$ cat config.mk
export PLATFORM = sky130hd
export DESIGN_NAME = linear_argmax
export DESIGN_NICKNAME = d
export VERILOG_FILES = /design/src/rtl/linear_argmax.sv
export SDC_FILE = /design/constraint.sdc
export NUM_CORES = 1
export LEC_CHECK = 0
export ABC_CLOCK_PERIOD_IN_PS = 4200
export CAP_MARGIN = 15
export CORE_UTILIZATION = 54
export CTS_BUF_LIST = sky130_fd_sc_hd__clkbuf_4
export DETAILED_ROUTE_END_ITERATION = 6
export PLACE_DENSITY = 0.82
export SLEW_MARGIN = 20
export SYNTH_ARGS = -nofsm -noshare
export SYNTH_HDL_FRONTEND = slang
export SYNTH_SLANG_ARGS = --single-unit
$ cat constraint.sdc
create_clock -name clk -period 4.2 [get_ports clk]
set_clock_uncertainty 0.05 [all_clocks]
set_input_delay 0.42 -clock clk [delete_from_list [all_inputs] [get_ports clk]]
set_output_delay 0.42 -clock clk [all_outputs]
set_load 0.005 [all_outputs]
$ cat src/rtl/linear_argmax.sv
// linear_argmax: classification head behind a fully-connected stage.
// Captures one packed score vector, walks it one element per clock with a
// single comparator, and strobes out the winning index and its score.
module linear_argmax #(
   parameter int pDATA_WIDTH  = 8,
   parameter int pOUT_FEATURE = 10,
   parameter     pACTIVATION  = "sigmoid",
   parameter bit pSIGNED      = 1'b1,
   localparam int pELEM_WIDTH = (pACTIVATION == "softmax") ? 32 : pDATA_WIDTH,
   localparam int pIDX_WIDTH  = $clog2(pOUT_FEATURE)
) (
   input  logic                                clk,
   input  logic                                rst,
   input  logic                                en,
   input  logic                                data_valid,
   input  logic [pELEM_WIDTH*pOUT_FEATURE-1:0] data_in,
   output logic                                ready,
   output logic                                valid,
   output logic [pIDX_WIDTH-1:0]               class_idx,
   output logic [pELEM_WIDTH-1:0]              max_val
);

   localparam logic [pIDX_WIDTH-1:0] LAST = pIDX_WIDTH'(pOUT_FEATURE - 1);

   typedef enum logic [1:0] {
      IDLE = 2'd0,
      SCAN = 2'd1,
      OUT  = 2'd2
   } state_t;

   state_t                              state_q, state_d;
   logic [pIDX_WIDTH-1:0]               cnt_q, cnt_d;
   logic [pELEM_WIDTH*pOUT_FEATURE-1:0] cap_q, cap_d;
   logic [pELEM_WIDTH-1:0]              best_val_q, best_val_d;
   logic [pIDX_WIDTH-1:0]               best_idx_q, best_idx_d;
   logic [pIDX_WIDTH-1:0]               class_idx_q, class_idx_d;
   logic [pELEM_WIDTH-1:0]              max_val_q, max_val_d;
   logic                                valid_q, valid_d;

   logic [pELEM_WIDTH-1:0]              elem [pOUT_FEATURE];
   logic [pELEM_WIDTH-1:0]              cand_val;
   logic                                take;

   // Strict greater-than; the signedness is fixed at elaboration.
   function automatic logic is_greater(input logic [pELEM_WIDTH-1:0] a,
                                       input logic [pELEM_WIDTH-1:0] b);
      if (pSIGNED) return $signed(a) > $signed(b);
      else         return a > b;
   endfunction

   for (genvar k = 0; k < pOUT_FEATURE; k++) begin : g_unpack
      assign elem[k] = cap_q[k*pELEM_WIDTH +: pELEM_WIDTH];
   end

   // Next-state logic: capture in IDLE, one compare per SCAN cycle, one-cycle strobe in OUT.
   always_comb begin
      state_d     = state_q;
      cnt_d       = cnt_q;
      cap_d       = cap_q;
      best_val_d  = best_val_q;
      best_idx_d  = best_idx_q;
      class_idx_d = class_idx_q;
      max_val_d   = max_val_q;
      valid_d     = valid_q;
      cand_val    = elem[cnt_q];
      take        = is_greater(cand_val, best_val_q);
      case (state_q)
         IDLE: begin
            if (data_valid) begin
               cap_d      = data_in;
               best_val_d = data_in[pELEM_WIDTH-1:0];
               best_idx_d = '0;
               cnt_d      = pIDX_WIDTH'(1);
               state_d    = SCAN;
            end
         end
         SCAN: begin
            // Ties keep the earlier (lower) index because only strictly greater replaces.
            if (take) begin
               best_val_d = cand_val;
               best_idx_d = cnt_q;
            end
            if (cnt_q == LAST) begin
               class_idx_d = best_idx_d;
               max_val_d   = best_val_d;
               valid_d     = 1'b1;
               state_d     = OUT;
            end else begin
               cnt_d = cnt_q + 1'b1;
            end
         end
         OUT: begin
            valid_d = 1'b0;
            state_d = IDLE;
         end
         default: begin
            valid_d = 1'b0;
            state_d = IDLE;
         end
      endcase
   end

   // State and datapath registers; everything freezes while en is low.
   always_ff @(posedge clk or negedge rst) begin
      if (!rst) begin
         state_q     <= IDLE;
         cnt_q       <= '0;
         cap_q       <= '0;
         best_val_q  <= '0;
         best_idx_q  <= '0;
         class_idx_q <= '0;
         max_val_q   <= '0;
         valid_q     <= 1'b0;
      end else if (en) begin
         state_q     <= state_d;
         cnt_q       <= cnt_d;
         cap_q       <= cap_d;
         best_val_q  <= best_val_d;
         best_idx_q  <= best_idx_d;
         class_idx_q <= class_idx_d;
         max_val_q   <= max_val_d;
         valid_q     <= valid_d;
      end
   end

   assign ready     = (state_q == IDLE);
   assign valid     = valid_q;
   assign class_idx = class_idx_q;
   assign max_val   = max_val_q;

endmodule
==> results of run 1 <==
[flip-flops by register name, summed over array words and instances (netlist names)]
name / flops
cnt_q: 4
state_q: 2
max_val: 8
class_idx: 4
best_idx_q: 4
cap_q: 80
valid: 1
best_val_q: 8
[report_power, final]
part           switching [W]  internal, W  leakage [nW]
Combinational        0.00122      0.00113          1.31
Sequential          0.000277      0.00150          1.34
Clock               0.000366     0.000129        0.0596
Total                0.00186      0.00275          2.72
[final timing paths]
kind	start	endpoint	slack, ns	depth (start not counted)
worst max-delay path	cnt_q[0]	max_val[0]	0.53	10
worst max register to register	cnt_q[0]	max_val[0]	0.53	10
worst min register to register	class_idx[0]	class_idx[0]	0.45	2
max in group asynchronous	rst	cap_q[64]	2.79	3
min in group clk	class_idx[0]	class_idx[0]	0.45	2
worst min-delay path	rst	best_val_q[6]	0.42	2
[timing repair]
| item | in CTS | in global routing |
|---|---|---|
| endpoints found under the setup margin | 0 | 0 |
| hold buffers | 1 | 0 |
| hold endpoints to repair | 45 | 0 |
[worst register-to-register path, delay by kind of cell, from the launching register on]
kind	cells	cell delay (ns)
adder cells (fa/ha/maj)	1	0.33
AND/OR/NAND/NOR	2	0.50
flip-flops	1	0.76
multiplexers	1	0.29
AO/OA/AOI/OAI	5	1.28
buffers and inverters	1	0.35
[area by class of cell]
cell class                      count  share of cell area [%]
Tap cell                          133                    2.52
Inverter                           14                   0.794
Clock inverter                      7                   0.870
Clock buffer                        9                    1.02
Timing Repair Buffer              108                    16.1
Sequential cell                   111                    42.0
Multi-Input combinational cell    266                    36.7
[per-stage QoR]
step	total power, W	instances	cell area [um^2]
finish	0.00462	648	6620
global route	0.00494	648	6620
CTS	0.00461	647	6600
detailed placement	0.00412	630	6460
global placement	0.00401	630	6460
floorplan	0.00338	422	5390
[cells by family after synthesis]
| family | after synthesis |
|---|---|
| mux | 112 |
| flops | 111 |
| compound gates | 73 |
| simple gates | 70 |
| buf+inv | 45 |
| fa+ha+maj | 10 |
| xor+xnor | 1 |
[cell usage after synthesis (2+ instances only)]
cell / count
o211ai_1: 14
a32o_1: 3
nand2_1: 26
buf_2: 15
o22ai_1: 8
inv_1: 14
o31ai_1: 4
a21oi_1: 3
nand4_1: 2
clkbuf_1: 13
mux4_2: 8
nand3_1: 10
mux2_2: 88
or4_1: 7
and3b_1: 2
dfrtp_1: 111
buf_6: 2
a22oi_1: 8
o311ai_1: 7
ha_1: 10
a221o_1: 8
nor2_1: 8
o21ai_0: 5
or3_1: 4
a21o_1: 2
mux2i_1: 16
o211ai_2: 6
[per-layer routing]
layer | global-route usage [%] | up-vias
met5 | 0 | -
met4 | 7.03 | 0
met3 | 4.92 | 14
met2 | 39.7 | 140
met1 | 34.7 | 1917
li1 | - | 1758
==> results.py, run 1 <==
metrics = {
    "synthesis": {
        "synth_area_per_cell_um2": 12.8,
        "synthTopCellsByArea": "dfrtp_1 52%, mux2_2 18%, mux4_2 3.3%",
        "syn_inst": 422,
        "yosysTopAreaCellShare_pct": 51.5,
        "yosysTopAreaCell": "dfrtp_1",
        "synth_seq_cells": 111,
        "synth_flop_cell": "dfrtp_1",
        "async_flop_share_pct": 100,
        "synth_simple_gate_area_share_pct": 6.73,
        "synth-edff-count": 0,
        "yosys.area_share.adder_pct": 2.32,
        "synth_top_family_by_area": "multiplexers",
        "ys_seq_area_share_pct": 51.5,
        "synth_cell_types": 45,
        "synth-xor-area-share_pct": 0.162,
        "ys_warn_count": 0,
        "synth_compound_area_share_pct": 10.8,
        "syn-num-nets": 516,
        "muxShareOfSynthArea_pct": 24.7,
        "syn-cell-area_um2": 5390,
    },
    "placed_design": {
        "gp_congestion": 0.892,
        "hpwl_mm": 8.86,
        "dp_slack_ns": 0.553,
        "port_buffers": 97,
    },
    "clocking": {
        "cts_root_buf": "clkbuf_4",
        "clock_path_buffers": 2,
        "cts_sinks": 111,
        "cts_resized": 0,
        "clk_latency_ns": 0.46,
        "cts_setup_buffers": 0,
        "numCtsBuffers": 9,
        "path_clk_slew_ns": 0.18,
        "cts_tree": "done",
        "htree_num_levels": 3,
    },
    "cells_and_area": {
        "final_cell_mix": "111 x dfrtp_1, 96 x clkdlybuf4s50_1, 88 x mux2_2, 26 x nand2_1, 16 x mux2i_1",
        "final_nets": 604,
        "seq_area_um2": 2780,
        "drive_gt1_share_pct": 25.8,
        "n_antenna_cell": 0,
        "num-fill-cells": 743,
        "final_common_cell": "dfrtp_1",
        "utilization_pct": 68.0,
        "multi_input_comb_area_um2": 2430,
        "area_delta_synth_final_pct": 22.7,
    },
    "drt": {
        "routed.top_layer": "met4",
        "ant_nets": 0,
        "wl_met3_um": 862,
        "routedWlPerCell_um": 18.7,
        "vias": 3829,
        "avgViaCountPerCell": 5.91,
        "drt_wl_total_mm": 12.1,
        "drc": 0,
        "drt-met1-wl_mm": 5.23,
        "routed-wl-met2_mm": 5.90,
        "drtPass1Iterations": 5,
        "drt_iter0_markers": 240,
    },
    "global_routing": {
        "overflow": 0,
        "grt_start_max_net_pins": 91,
        "grt_usage_pct": 24.8,
        "antenna_found_initial": 0,
        "grt_pass1_wl_mm": 19.5,
        "grt_pass1_vias": 3886,
    },
    "critical_path": {
        "path_cells": "buf_4, mux2i_1, o22ai_1, a221o_1, ha_1, nand4_1, o22ai_1, a31oi_2, or2_2, o221ai_1",
        "cpPeakStageDelay_ns": 0.76,
        "cp_max_fo": 15,
        "required_ns": 4.47,
        "end_kind": "register",
        "critPathArrivalTime_ns": 3.94,
        "path_class": "reg -> reg",
        "path_buf_inv": 1,
        "crit_slowest_cell": "dfrtp_1",
        "critPathMostFrequentCell": "o22ai_1",
        "start_kind": "register",
        "path_delay_family": "compound AO/OA/AOI/OAI gates",
    },
    "sta": {
        "setup_viol": 0,
        "worst_slack_ns": 0.529,
        "fmax_ghz": 0.272,
        "holdWs_ns": 0.423,
        "min_period_ns": 3.67,
        "slew_violations": 0,
        "hold_violations": 0,
        "min_period_over_period_pct": 87.4,
        "tns_ns": 0,
        "rsz0062_at_grt": "false",
        "relSlewSlack_pct": 28.2,
        "worst_pin_slew_ns": 1.07,
    },
    "floorplanning": {
        "die_area_um2": 10400,
        "placementRows": 36,
        "die_w_um": 102,
        "die_h_um": 102,
        "coreArea_um2": 9730,
        "ios": 98,
        "initial_core_util_pct": 55.4,
    },
    "run": {
        "cap_viol_max_count": 0,
    },
    "pwr": {
        "leakage_nw": 2.72,
        "power_per_cell_area_nw_per_um2": 698,
        "irDropWorstVdd_mv": 0.495,
    },
    "hold_path": {
        "min_path_type": "in -> async",
    },
    "run_status": {
        "status": "finished, final reports clean",
    },
}
Power figures use the tool's default switching activity.
==> inputs of run 2 (changes only) <==
- CORE_MARGIN: unset -> 3
- GPL_TIMING_DRIVEN: unset -> 0
==> run 2 against run 1 <==
Effect of this change:
- sequential share of layout area decreased by 0.62 points
- register-to-register slack lost 0.11 ns
- combinational power rose by 3%
- via count is 3.8% higher
- critical path type unchanged
- largest cell class unchanged
==> results.py, run 2 (synthesis gave the netlist of run 1 again) <==
metrics = {
    "placed_design": {
        "port_buffers": 97,
        "dp_slack_ns": 0.537,
        "dp_cells": 649,
        "gp_congestion": 0.895,
        "hpwl_mm": 9.78,
        "placed_cell_area_um2": 6550,
    },
    "critical_path": {
        "required_ns": 4.55,
        "cp_max_fo": 10,
        "end_kind": "register",
        "path_class": "reg -> reg",
        "start_kind": "register",
        "critPathArrivalTime_ns": 4.12,
    },
    "global_routing": {
        "grt_pass1_vias": 4042,
        "antenna_found_initial": 0,
        "grt_start_max_net_pins": 60,
        "overflow": 0,
        "grt_usage_pct": 23.5,
        "grt_pass1_wl_mm": 20.7,
    },
    "floorplanning": {
        "die_area_um2": 11200,
        "initial_core_util_pct": 57.0,
        "coreArea_um2": 9460,
        "die_h_um": 106,
        "ios": 98,
        "placementRows": 35,
        "die_w_um": 106,
    },
    "clocking": {
        "cts_tree": "done",
        "path_clk_slew_ns": 0.17,
        "cts_setup_buffers": 0,
        "clk_latency_ns": 0.47,
        "htree_num_levels": 3,
        "cts_root_buf": "clkbuf_4",
        "clock_path_buffers": 2,
        "cts_sinks": 111,
        "numCtsBuffers": 9,
        "cts_resized": 0,
        "cts_hold_buf": 1,
    },
    "drt": {
        "drt_iter0_markers": 240,
        "wl_met3_um": 761,
        "vias": 3973,
        "drt_wl_total_mm": 12.9,
        "ant_nets": 0,
        "routed-wl-met2_mm": 6.25,
        "drc": 0,
        "routed.top_layer": "met4",
        "avgViaCountPerCell": 5.97,
        "drt-met1-wl_mm": 5.64,
        "drtPass1Iterations": 4,
        "routedWlPerCell_um": 19.3,
    },
    "run_status": {
        "status": "finished, final reports clean",
    },
    "cells_and_area": {
        "top_register": "cap_q",
        "drive_gt1_share_pct": 25.7,
        "final_nets": 626,
        "n_antenna_cell": 0,
        "fin_area_um2": 6710,
        "utilization_pct": 71.0,
        "multi_input_comb_area_um2": 2410,
        "area_delta_synth_final_pct": 24.5,
        "largest_register_ff_count": 80,
        "final_common_cell": "dfrtp_1",
        "fin_cells": 666,
        "num-fill-cells": 699,
        "final_cell_mix": "111 x dfrtp_1, 96 x clkdlybuf4s50_1, 88 x mux2_2, 26 x nand2_1, 16 x mux2i_1",
        "seq_area_um2": 2780,
    },
    "sta": {
        "setup_viol": 0,
        "worst_pin_slew_ns": 0.717,
        "fmax_ghz": 0.265,
        "hold_violations": 0,
        "relSlewSlack_pct": 52.2,
        "rsz0062_at_grt": "false",
        "min_period_ns": 3.78,
        "min_period_over_period_pct": 89.9,
        "slew_violations": 0,
        "worst_slack_ns": 0.423,
    },
    "pwr": {
        "finalPower_w": 0.00470,
        "power_per_cell_area_nw_per_um2": 701,
        "leakage_nw": 2.79,
        "irDropWorstVdd_mv": 0.341,
    },
    "run": {
        "cap_viol_max_count": 0,
    },
    "hold_path": {
        "min_path_type": "in -> async",
    },
}
==> run 2: worst max-delay path, cell delays in order, from the launching register on <==
cell and delay [ns]:
dfrtp_1 0.45, buf_6 0.16, buf_6 0.18, buf_2 0.30, mux2i_1 0.30, o22ai_1 0.14
a221o_1 0.36, ha_1 0.32, nand4_1 0.11, nand2b_1 0.17, a21oi_1 0.21, clkbuf_1 0.36
buf_2 0.33, o211ai_1 0.12, nand3_1 0.12
==> run 2: power by group <==
group | switching, W | internal (W) | leakage (nW)
clock | 0.000363 | 0.000188 | 0.0729
combinational | 0.00129 | 0.00112 | 1.38
sequential | 0.000250 | 0.00150 | 1.34
==> run 2: final cells by class <==
cell class / instances / area share, %
Clock buffer: 9 / 1.01
Timing Repair Buffer: 99 / 15.0
Tap cell: 129 / 2.40
Sequential cell: 111 / 41.4
Clock inverter: 7 / 1.23
Inverter: 14 / 0.783
Multi-Input combinational cell: 266 / 35.9
Buffer: 31 / 2.24
==> run 2: path summary, 6_finish.rpt <==
check	start	to	depth (start not counted)	slack [ns]
hold / removal	rst	max_val[3]	2	0.39
setup / recovery	cnt_q[0]	best_val_q[5]	14	0.42
setup reg to reg	cnt_q[0]	best_val_q[5]	14	0.42
min in group clk	class_idx[0]	class_idx[0]	2	0.45
max in group asynchronous	rst	cap_q[31]	3	3.06
hold reg to reg	class_idx[0]	class_idx[0]	2	0.45
==> run 2: metrics by stage <==
stage,hold slack (ns),setup TNS (ns)
after CTS,0.402,0
final,0.394,0
after global placement,0.412,-150.14
after detailed placement,0.354,0
after global routing,0.426,0
after floorplan,0.0744,0
==> run 2: layer usage <==
metal / global-route usage [%] / vias up
li1: - / 1798
met1: 33.6 / 1992
met4: 6.75 / 0
met2: 37.8 / 163
met5: 0 / -
met3: 3.34 / 20
